$ cat src/rtl/p_mat_pkg.sv
// Shared definitions for the projection-matrix path: lane geometry, packer FSM states
// and lane-slice helpers used by both the band packer and the projection stage.
package p_mat_pkg;

  localparam int LANES      = 4;
  localparam int LANE_CNT_W = $clog2(LANES);

  typedef enum logic [1:0] {
    CLR,
    COLLECT,
    DRAIN,
    NORM
  } state_e;

  function automatic int words_for(input int bands);
    return (bands + LANES - 1) / LANES;
  endfunction

  function automatic int word_width(input int tw);
    return LANES * tw;
  endfunction

  function automatic int lane_lsb(input int lane, input int tw);
    return lane * tw;
  endfunction

endpackage

$ cat src/rtl/lane_stager.sv
// Four-lane insert register: collects band samples lane by lane and presents the
// completed word (current sample already inserted) together with a done strobe.
module lane_stager
  import p_mat_pkg::*;
#(
  parameter int T_WIDTH = 16
) (
  input  logic                             clk,
  input  logic                             rst,
  input  logic                             push_i,
  input  logic                             last_i,
  input  logic [T_WIDTH-1:0]               band_i,
  output logic [LANE_CNT_W-1:0]            lane_o,
  output logic [word_width(T_WIDTH)-1:0]   word_o,
  output logic                             done_o
);

  localparam int WW = word_width(T_WIDTH);

  logic [WW-1:0]         lanes_q, lanes_d;
  logic [LANE_CNT_W-1:0] lane_q, lane_d;

  always_comb begin
    lanes_d = lanes_q;
    lanes_d[lane_lsb(int'(lane_q), T_WIDTH) +: T_WIDTH] = band_i;
    done_o = push_i && ((lane_q == LANE_CNT_W'(LANES - 1)) || last_i);
    lane_d = lane_q;
    if (push_i) begin
      lane_d = done_o ? '0 : lane_q + 1'b1;
    end
  end

  assign word_o = lanes_d;
  assign lane_o = lane_q;

  // Clearing on completion leaves the upper lanes of a short final word at zero.
  always_ff @(posedge clk) begin
    if (rst) begin
      lanes_q <= '0;
      lane_q  <= '0;
    end else if (push_i) begin
      lanes_q <= done_o ? '0 : lanes_d;
      lane_q  <= lane_d;
    end
  end

endmodule

$ cat src/rtl/band_packer.sv
// Packs spectral bands four per word for the projection stage, sequences accumulator
// clears around each pixel and tracks the pixel index within the frame.
module band_packer
  import p_mat_pkg::*;
#(
  parameter int SPECTRAL_BANDS = 103,
  parameter int IN_I_WIDTH     = 16,
  parameter int IN_F_WIDTH     = 16,
  parameter int T_WIDTH        = 16,
  parameter int NUM_PIXELS     = 207400
) (
  input  logic                                  clk,
  input  logic                                  rst,
  input  logic                                  s_valid,
  output logic                                  s_ready,
  input  logic signed [T_WIDTH-1:0]             s_band,
  output logic                                  out_valid,
  output logic [4*(IN_I_WIDTH+IN_F_WIDTH)-1:0]  out_pixel,
  output logic [$clog2(SPECTRAL_BANDS/2)-1:0]   out_col,
  output logic                                  mac_rst,
  output logic                                  norm_valid,
  output logic [$clog2(NUM_PIXELS)-1:0]         pixel_idx,
  output logic                                  frame_done
);

  localparam int OUT_W     = 4 * (IN_I_WIDTH + IN_F_WIDTH);
  localparam int WORD_W    = word_width(T_WIDTH);
  localparam int COL_W     = $clog2(SPECTRAL_BANDS / 2);
  localparam int PIX_W     = $clog2(NUM_PIXELS);
  localparam int WORDS     = words_for(SPECTRAL_BANDS);
  localparam int LAST_LANE = (SPECTRAL_BANDS - 1) % LANES;

  state_e                state_q;
  logic                  s_ready_q, mac_rst_q, norm_valid_q, frame_done_q, drain_q;
  logic [COL_W-1:0]      word_q;
  logic [PIX_W-1:0]      pixel_idx_q;
  logic [LANE_CNT_W-1:0] lane;
  logic [WORD_W-1:0]     word;
  logic                  hs, done, last_band;

  logic                  vld_p0_q, out_valid_q;
  logic [WORD_W-1:0]     word_p0_q;
  logic [COL_W-1:0]      out_col_q;
  logic [OUT_W-1:0]      out_pixel_q;

  assign hs        = s_valid && s_ready_q;
  assign last_band = (word_q == COL_W'(WORDS - 1)) && (lane == LANE_CNT_W'(LAST_LANE));

  lane_stager #(.T_WIDTH(T_WIDTH)) u_stager (
    .clk    (clk),
    .rst    (rst),
    .push_i (hs),
    .last_i (last_band),
    .band_i (s_band),
    .lane_o (lane),
    .word_o (word),
    .done_o (done)
  );

  always_ff @(posedge clk) begin
    if (rst) begin
      state_q      <= CLR;
      s_ready_q    <= 1'b0;
      mac_rst_q    <= 1'b0;
      norm_valid_q <= 1'b0;
      frame_done_q <= 1'b0;
      drain_q      <= 1'b0;
      word_q       <= '0;
      pixel_idx_q  <= '0;
    end else begin
      unique case (state_q)
        CLR: begin
          if (!mac_rst_q) begin
            mac_rst_q <= 1'b1;
          end else begin
            mac_rst_q <= 1'b0;
            s_ready_q <= 1'b1;
            state_q   <= COLLECT;
          end
        end
        COLLECT: begin
          if (hs && last_band) begin
            word_q    <= '0;
            s_ready_q <= 1'b0;
            drain_q   <= 1'b0;
            state_q   <= DRAIN;
          end else if (done) begin
            word_q <= word_q + 1'b1;
          end
        end
        // Two drain cycles let the final word leave the address/data pipeline first.
        DRAIN: begin
          if (drain_q) begin
            norm_valid_q <= 1'b1;
            mac_rst_q    <= 1'b1;
            frame_done_q <= (pixel_idx_q == PIX_W'(NUM_PIXELS - 1));
            state_q      <= NORM;
          end else begin
            drain_q <= 1'b1;
          end
        end
        NORM: begin
          norm_valid_q <= 1'b0;
          mac_rst_q    <= 1'b0;
          frame_done_q <= 1'b0;
          s_ready_q    <= 1'b1;
          pixel_idx_q  <= (pixel_idx_q == PIX_W'(NUM_PIXELS - 1)) ? '0 : pixel_idx_q + 1'b1;
          state_q      <= COLLECT;
        end
        default: state_q <= CLR;
      endcase
    end
  end

  // p0: column address leads the data by one cycle to match the row memory read latency.
  always_ff @(posedge clk) begin
    if (rst) begin
      vld_p0_q    <= 1'b0;
      word_p0_q   <= '0;
      out_col_q   <= '0;
      out_valid_q <= 1'b0;
      out_pixel_q <= '0;
    end else begin
      vld_p0_q <= done;
      if (done) begin
        word_p0_q <= word;
        out_col_q <= word_q;
      end
      out_valid_q <= vld_p0_q;
      if (vld_p0_q) begin
        out_pixel_q <= OUT_W'(word_p0_q);
      end
    end
  end

  assign s_ready    = s_ready_q;
  assign out_valid  = out_valid_q;
  assign out_pixel  = out_pixel_q;
  assign out_col    = out_col_q;
  assign mac_rst    = mac_rst_q;
  assign norm_valid = norm_valid_q;
  assign pixel_idx  = pixel_idx_q;
  assign frame_done = frame_done_q;

endmodule

$ cat config.mk
export PLATFORM = sky130hd
export DESIGN_NAME = band_packer
export DESIGN_NICKNAME = d
export VERILOG_FILES = /design/src/rtl/p_mat_pkg.sv /design/src/rtl/lane_stager.sv /design/src/rtl/band_packer.sv
export SDC_FILE = /design/constraint.sdc
export NUM_CORES = 1
export LEC_CHECK = 0
export CAP_MARGIN = 20
export CELL_PAD_IN_SITES_DETAIL_PLACEMENT = 0
export CELL_PAD_IN_SITES_GLOBAL_PLACEMENT = 1
export CORE_UTILIZATION = 40
export CTS_CLUSTER_DIAMETER = 150
export DETAILED_ROUTE_END_ITERATION = 16
export GPL_TIMING_DRIVEN = 0
export PLACE_DENSITY = 0.78
export SETUP_SLACK_MARGIN = 0.5
export SKIP_LAST_GASP = 1
export SLEW_MARGIN = 15
export SYNTH_ARGS = -nofsm -noshare
export SYNTH_HDL_FRONTEND = slang
export SYNTH_HIERARCHICAL = 1
export SYNTH_SLANG_ARGS = --single-unit
$ cat constraint.sdc
create_clock -name clk -period 3.2 [get_ports clk]
set_input_delay 0.8 -clock clk [delete_from_list [all_inputs] [get_ports clk]]
set_output_delay 0.8 -clock clk [all_outputs]
set_load 0.01 [all_outputs]
==> qor.yml, run 1 <==
num_antenna_cells: 0
r2r-start: "u_stager/lane_o[0]"
critPathLaunchType: "flip-flop"
wl_per_cell_um: 15.7
ys_async_sr_fraction_pct: 0
fp.dieH_um: 160
wl_um: 24900
initial_utilization_pct: 40.9
antenna_found_initial: 0
place_hpwl_um: 17400
synth-seq-cells: 233
synth-main-ff-cell: "dfxtp_1"
numPortBuffers: 111
crit_type: "flip-flop to flip-flop"
finalMaxSlewViolations: 0
dieArea_um2: 25700
avgSynthCellArea_um2: 9.55
root_buffer: "clkbuf_16"
cts_max_level: 1
crit_end: "word_p0_q[59]"
wl_met2_um: 10900
synth_edf_count: 0
relSlewSlack_pct: 32.3
crit_path_end_kind: "flip-flop"
regArea_um2: 4660
clk_latency_ns: 0.51
fill_cells: 2276
path_max_fanout: 10
power.switching_mw: 1.80
cts_sinks: 233
highest_layer: "met4"
worst_pin_slew_ns: 1.02
startpoint: "u_stager/lane_o[0]"
ys_types: 61
grt_max_degree: 14
fin_area_um2: 12600
grtUsageTotal_pct: 19.1
hold_class: "flip-flop to flip-flop"
firstDrtPassIters: 5
cap_violations: 0
setup_viol: 0
ys_top_cells_by_area: "dfxtp_1 47%, mux2i_1 14%, nor2_1 6.0%, a22o_1 5.4%, buf_4 5.0%"
syn_inst: 1048
synth.most_common_cell: "dfxtp_1"
switching_share_pct: 26.3
num_io_pins: 176
required_ns: 3.64
p_leak_nw: 4.58
viasPerCell: 4.95
synth_top_area_cell: "dfxtp_1"
postPlaceCellArea_um2: 11800
dr_total_vias: 7860
cts_tree: "done"
first_global_vias: 7323
status: "finished clean"
multiInputGateArea_um2: 4650
synthesis.area_um2: 10000
period_share_pct: 80.0
tns_ns: 0
clock_path_buffers: 3
pwr-share-seq_pct: 44.2
clkPwrFrac_pct: 41.7
fin_worst_skew_ns: 0.00646
grt_pass1_wl_um: 39600
hold_violations: 0
r2r_cells: 8
overflow: 0
rsz0062_at_grt: "yes"
synth_common_cells: "233 x dfxtp_1, 160 x nor2_1, 136 x mux2i_1"
drc_errors: 0
synth_warnings: 6
syn_to_final_growth_pct: 26.0
clk_pin_slew_ns: 0.06
gp_congestion: 0.814
die-width_um: 160
crit_arrival_ns: 3.01
p_comb_share_pct: 14.1
std_cell_rows: 57
reg2reg_to: "word_p0_q[59]"
drtAntennaViolNets: 0
fin_crit_ns: 2.56
vdd_drop_max_uv: 350
m1WireLength_um: 12000
nets: 1281
initialDrtViolationCount: 456
wl_met3_um: 1580
fmax_ghz: 0.391
cts_buffers: 25
ys_seq_area_share_pct: 46.6
reg2reg_slack_ns: 0.64
core_area_um2: 24500
synth.top_cell.area_share_pct: 46.6
p_int_mw: 5.03
drive_above_1_share_pct: 11.9
power.density_nw_per_um2: 541
[stage by stage]
| stage | setup slack, ns | hold slack (ns) | std cells | power, mW | utilization, % |
|---|---|---|---|---|---|
| 2_1_floorplan | 0.748 | 0.419 | 1111 | 3.74 | - |
| 3_3_place_gp | -0.464 | 0.426 | 1546 | 4.02 | 48.1 |
| 3_5_place_dp | -0.523 | 0.429 | 1546 | 4.02 | 48.1 |
| 4_1_cts | 0.472 | 0.438 | 1587 | 6.88 | 51.5 |
| 5_1_grt | 0.457 | 0.457 | 1588 | 7.12 | 51.6 |
| 6_report | 0.640 | 0.436 | 1588 | 6.83 | 51.6 |
[area by class of cell]
cell class / count / share of cell area, %
multi-input cells: 707 / 36.9
clock buffers: 33 / 5.67
inverters: 40 / 1.19
plain buffers: 131 / 6.47
well taps: 324 / 3.21
clock inverters: 8 / 0.734
flip-flops and latches: 233 / 37.0
repair buffers: 112 / 8.87
[layout by cell type (no fill, tap or decap), types with 3 or more instances in the layout]
cell type / instances
a21oi_1: 43
a22o_1: 62
a311oi_1: 4
a32oi_1: 27
and2_1: 16
buf_1: 3
buf_2: 15
buf_4: 72
buf_6: 3
clkbuf_1: 34
clkbuf_16: 25
clkbuf_2: 4
clkbuf_4: 3
clkbuf_8: 6
clkdlybuf4s50_1: 111
clkinv_2: 5
conb_1: 64
dfxtp_1: 233
ha_1: 12
inv_1: 39
mux2i_1: 136
nand2_1: 34
nand3_1: 5
nand4_1: 6
nor2_1: 160
nor2b_1: 3
nor3_1: 37
nor4_1: 5
o21ai_0: 21
o21ai_1: 10
or3_1: 7
xnor2_1: 10
xor2_1: 3
[cells by family (layout without fill, tap and decap cells)]
family | Yosys count | count (layout) | synth area share [%]
AND/OR/NAND/NOR | 300 | 300 | 14.7
adder cells (fa/ha/maj) | 12 | 12 | 1.50
buffers and inverters | 171 | 324 | 9.40
XOR/XNOR | 13 | 13 | 1.14
other | 1 | 64 | 0.0374
multiplexers | 136 | 136 | 13.6
AO/OA/AOI/OAI | 182 | 182 | 13.0
flip-flops | 233 | 233 | 46.6
[routing by layer]
layer / track usage, % / vias up
li1: - / 3937
met1: 27.0 / 3658
met2: 29.6 / 228
met3: 3.74 / 37
met4: 4.85 / 0
met5: 0 / -
[worst min path at each step]
stage,startpoint,to,slack [ns],depth (start not counted)
finish,u_stager/lanes_q[57],u_stager/lanes_q[57],0.44,2
global route,u_stager/lanes_q[61],u_stager/lanes_q[61],0.46,2
CTS,u_stager/lanes_q[57],u_stager/lanes_q[57],0.44,2
detailed placement,u_stager/lanes_q[50],u_stager/lanes_q[50],0.43,2
global placement,u_stager/lanes_q[50],u_stager/lanes_q[50],0.43,2
floorplan,u_stager/lanes_q[50],u_stager/lanes_q[50],0.42,2
[critical path, cell delays in order, from the launching register on]
cell,delay (ns)
dfxtp_1,0.56
inv_1,0.20
ha_1,0.31
buf_2,0.20
nor3b_2,0.35
nor3b_4,0.48
a22o_1,0.22
mux2i_1,0.08
nor2_1,0.09
[flip-flops by register name (all words and copies together) (netlist names)]
name              count
norm_valid            1
out_pixel            64
mac_rst               1
out_valid             1
pixel_idx            18
word_p0_q            64
state_q               2
drain_q               1
u_stager/lanes_q     64
frame_done            1
out_col               6
s_ready               1
word_q                6
u_stager/lane_o       2
vld_p0_q              1
[repair_timing]
item / in CTS / in global routing
hold endpoints to repair: 0 / 0
cloned: 0 / 0
gates resized for setup: 8 / 9
buffers inserted: 0 / 1
hold buffers: 0 / 0
endpoints found under the setup margin: 139 / 70
[power by group through the flow]
stage	Sequential (mW)	Combinational, mW	Clock (mW)
floorplan	3.07	0.666	0
global placement	3.08	0.939	0
detailed placement	3.08	0.945	0
CTS	3.02	0.951	2.92
global route	3.02	1.07	3.02
finish	3.02	0.962	2.85
(Power assumes the default switching activity.)
==> run 2, diff against run 1 <==
==> constraint.sdc (replaced) <==
create_clock -name clk -period 2.6 [get_ports clk]
set_input_delay 0.65 -clock clk [delete_from_list [all_inputs] [get_ports clk]]
set_output_delay 0.65 -clock clk [all_outputs]
set_load 0.01 [all_outputs]
==> qor.yml, run 2 (synthesis results as in run 1) <==
path_cells: "clkdlybuf4s50_1"
die-width_um: 160  # unchanged
critPathLaunchType: "flip-flop"
grtUsageTotal_pct: 19.1  # +0.034 points
instances_no_fill: 1610  # +1.4%
rsz0062_at_grt: "yes"
dr_total_vias: 7936  # +0.97%
antenna_found_initial: 0  # unchanged
power.density_nw_per_um2: 692  # +28%
whs_ns: 0.435  # -0.00157 ns
cts_max_level: 1  # unchanged
final_core_util_pct: 53.8  # +2.2 points
holdBufCountCts: 0  # unchanged
cts_tree: "done"
required_ns: 1.95  # -1.69 ns
gp_congestion: 0.819  # +0.60%
initial_utilization_pct: 40.9  # unchanged
status: "finished clean"
grt_max_degree: 15  # +1
fin_crit_ns: 2.05
hold_violations: 0  # unchanged
core_area_um2: 24500  # unchanged
dieArea_um2: 25700  # unchanged
hp-start: "u_stager/lanes_q[62]"
place_hpwl_um: 17300  # -0.22%
fmax_ghz: 0.488
setup_viol: 0  # unchanged
worst_pin_slew_ns: 1.01  # -0.00915 ns
dp.cells: 1546  # unchanged
relSlewSlack_pct: 32.9  # +0.61 points
num_io_pins: 176  # unchanged
whs_path_depth: 2  # unchanged
drtAntennaViolNets: 0  # unchanged
period_share_pct: 78.8
finalMaxSlewViolations: 0  # unchanged
clk_pin_slew_ns: 0.06  # about the same
reg2reg_to: "word_q[4]"
clk_latency_ns: 0.52  # about the same
cts_buffers: 26  # +4.0%
cap_violations: 0  # unchanged
fill_cells: 2209  # -2.9%
p_leak_nw: 5.37  # +17%
final_common_cell: "dfxtp_1"
cts_sinks: 233  # unchanged
wl_per_cell_um: 15.8  # +0.53%
min_to: "u_stager/lanes_q[62]"
fp.dieH_um: 160  # unchanged
power.total_mw: 9.10  # +33%
overflow: 0  # unchanged
r2r-start: "u_stager/lane_o[0]"
final_cell_mix: "214 x dfxtp_1, 160 x nor2_1, 136 x mux2i_1"
cp_slowest_stage_delay_ns: 0.54  # -0.02 ns
hold_class: "flip-flop to flip-flop"
path_buf_inv: 1  # -1
crit_type: "flip-flop to output pin"
critical-path-top-delay-family: "buffers and inverters"
drc_errors: 0  # unchanged
syn_to_final_growth_pct: 31.5
wl_um: 25400  # +1.9%
r2r_cells: 9  # +1
num_antenna_cells: 0  # unchanged
firstDrtPassIters: 5  # unchanged
numPortBuffers: 111  # unchanged
first_global_vias: 7323  # unchanged
crit_arrival_ns: 1.40  # -1.61 ns
viasPerCell: 4.93  # -0.41%
clock_path_buffers: 3  # unchanged
initialDrtViolationCount: 472  # +3.5%
reg2reg_slack_ns: 0.57  # -0.07 ns
fin_worst_skew_ns: 0.00926  # +0.00281 ns
root_buffer: "clkbuf_16"
std_cell_rows: 57  # unchanged
vdd_drop_max_uv: 432  # +23%
grt_pass1_wl_um: 39700  # +0.33%
cp_slowest_cell: "clkdlybuf4s50_1"
nets: 1297  # +1.2%
drive_above_1_share_pct: 17.0  # +5.1 points
path_max_fanout: 2  # -8
crit_path_end_kind: "output pin"
==> run 2: cell types whose count changed in the layout (fill, tap and decap cells not counted), moves of 10 or more <==
cell,previous run,this run
clkdlybuf4s50_1,111,64
dlygate4sd2_1,0,25
dlymetal6s2s_1,0,22
dfxtp_1,233,214
clkbuf_1,34,18
dfxtp_2,0,16
clkbuf_2,4,14
==> run 2: worst max-delay path by stage <==
stage / start / endpoint / slack [ns] / cells past startpoint
CTS: out_pixel[62] / out_pixel[62] / 0.50 / 1
global placement: rst / norm_valid / -0.58 / 5
finish: out_pixel[8] / out_pixel[8] / 0.55 / 1
detailed placement: rst / norm_valid / -0.57 / 5
global route: u_stager/lane_o[0] / word_p0_q[47] / 0.46 / 8
floorplan: word_q[0] / out_col[0] / 0.55 / 9
==> run 2: final cells by class <==
class	count	area [um2]	area share, %
sequential	233	4700	35.7
multi-input combinational	707	4700	35.7
timing repair buffer	127	1320	9.99
buffer	131	907	6.89
clock buffer	33	748	5.68
tap	324	405	3.08
clock inverter	15	241	1.83
inverter	40	154	1.17
==> run 2: timing repair <==
action | CTS | global route
setup buffers | 6 | 8
cloned | 0 | 2
gates resized for setup | 75 | 51
endpoints found under the setup margin | 200 | 134
pin swaps | 1 | 8
==> run 2: layer usage <==
layer | routed length [um] | up-vias | GRT usage (%)
met4 | 469 | 0 | 4.55
li1 | - | 3982 | -
met3 | 1470 | 37 | 3.56
met1 | 12400 | 3691 | 27.5
met5 | 0 | - | 0
met2 | 11100 | 226 | 29.3
==> run 2: where the power goes <==
group | total, mW | internal, mW | switching, mW | leakage, nW
combinational | 1.25 | 0.480 | 0.773 | 3.00
clock | 4.13 | 2.64 | 1.49 | 0.484
sequential | 3.72 | 3.65 | 0.0713 | 1.89
total | 9.10 | 6.76 | 2.34 | 5.37
==> run 2: stage by stage <==
stage	area (um2)	TNS, ns	setup slack, ns
2_1_floorplan	10300	0	0.548
3_3_place_gp	11800	-65.49	-0.582
3_5_place_dp	11800	-63.74	-0.571
4_1_cts	12900	0	0.501
5_1_grt	13200	0	0.460
6_report	13200	0	0.551
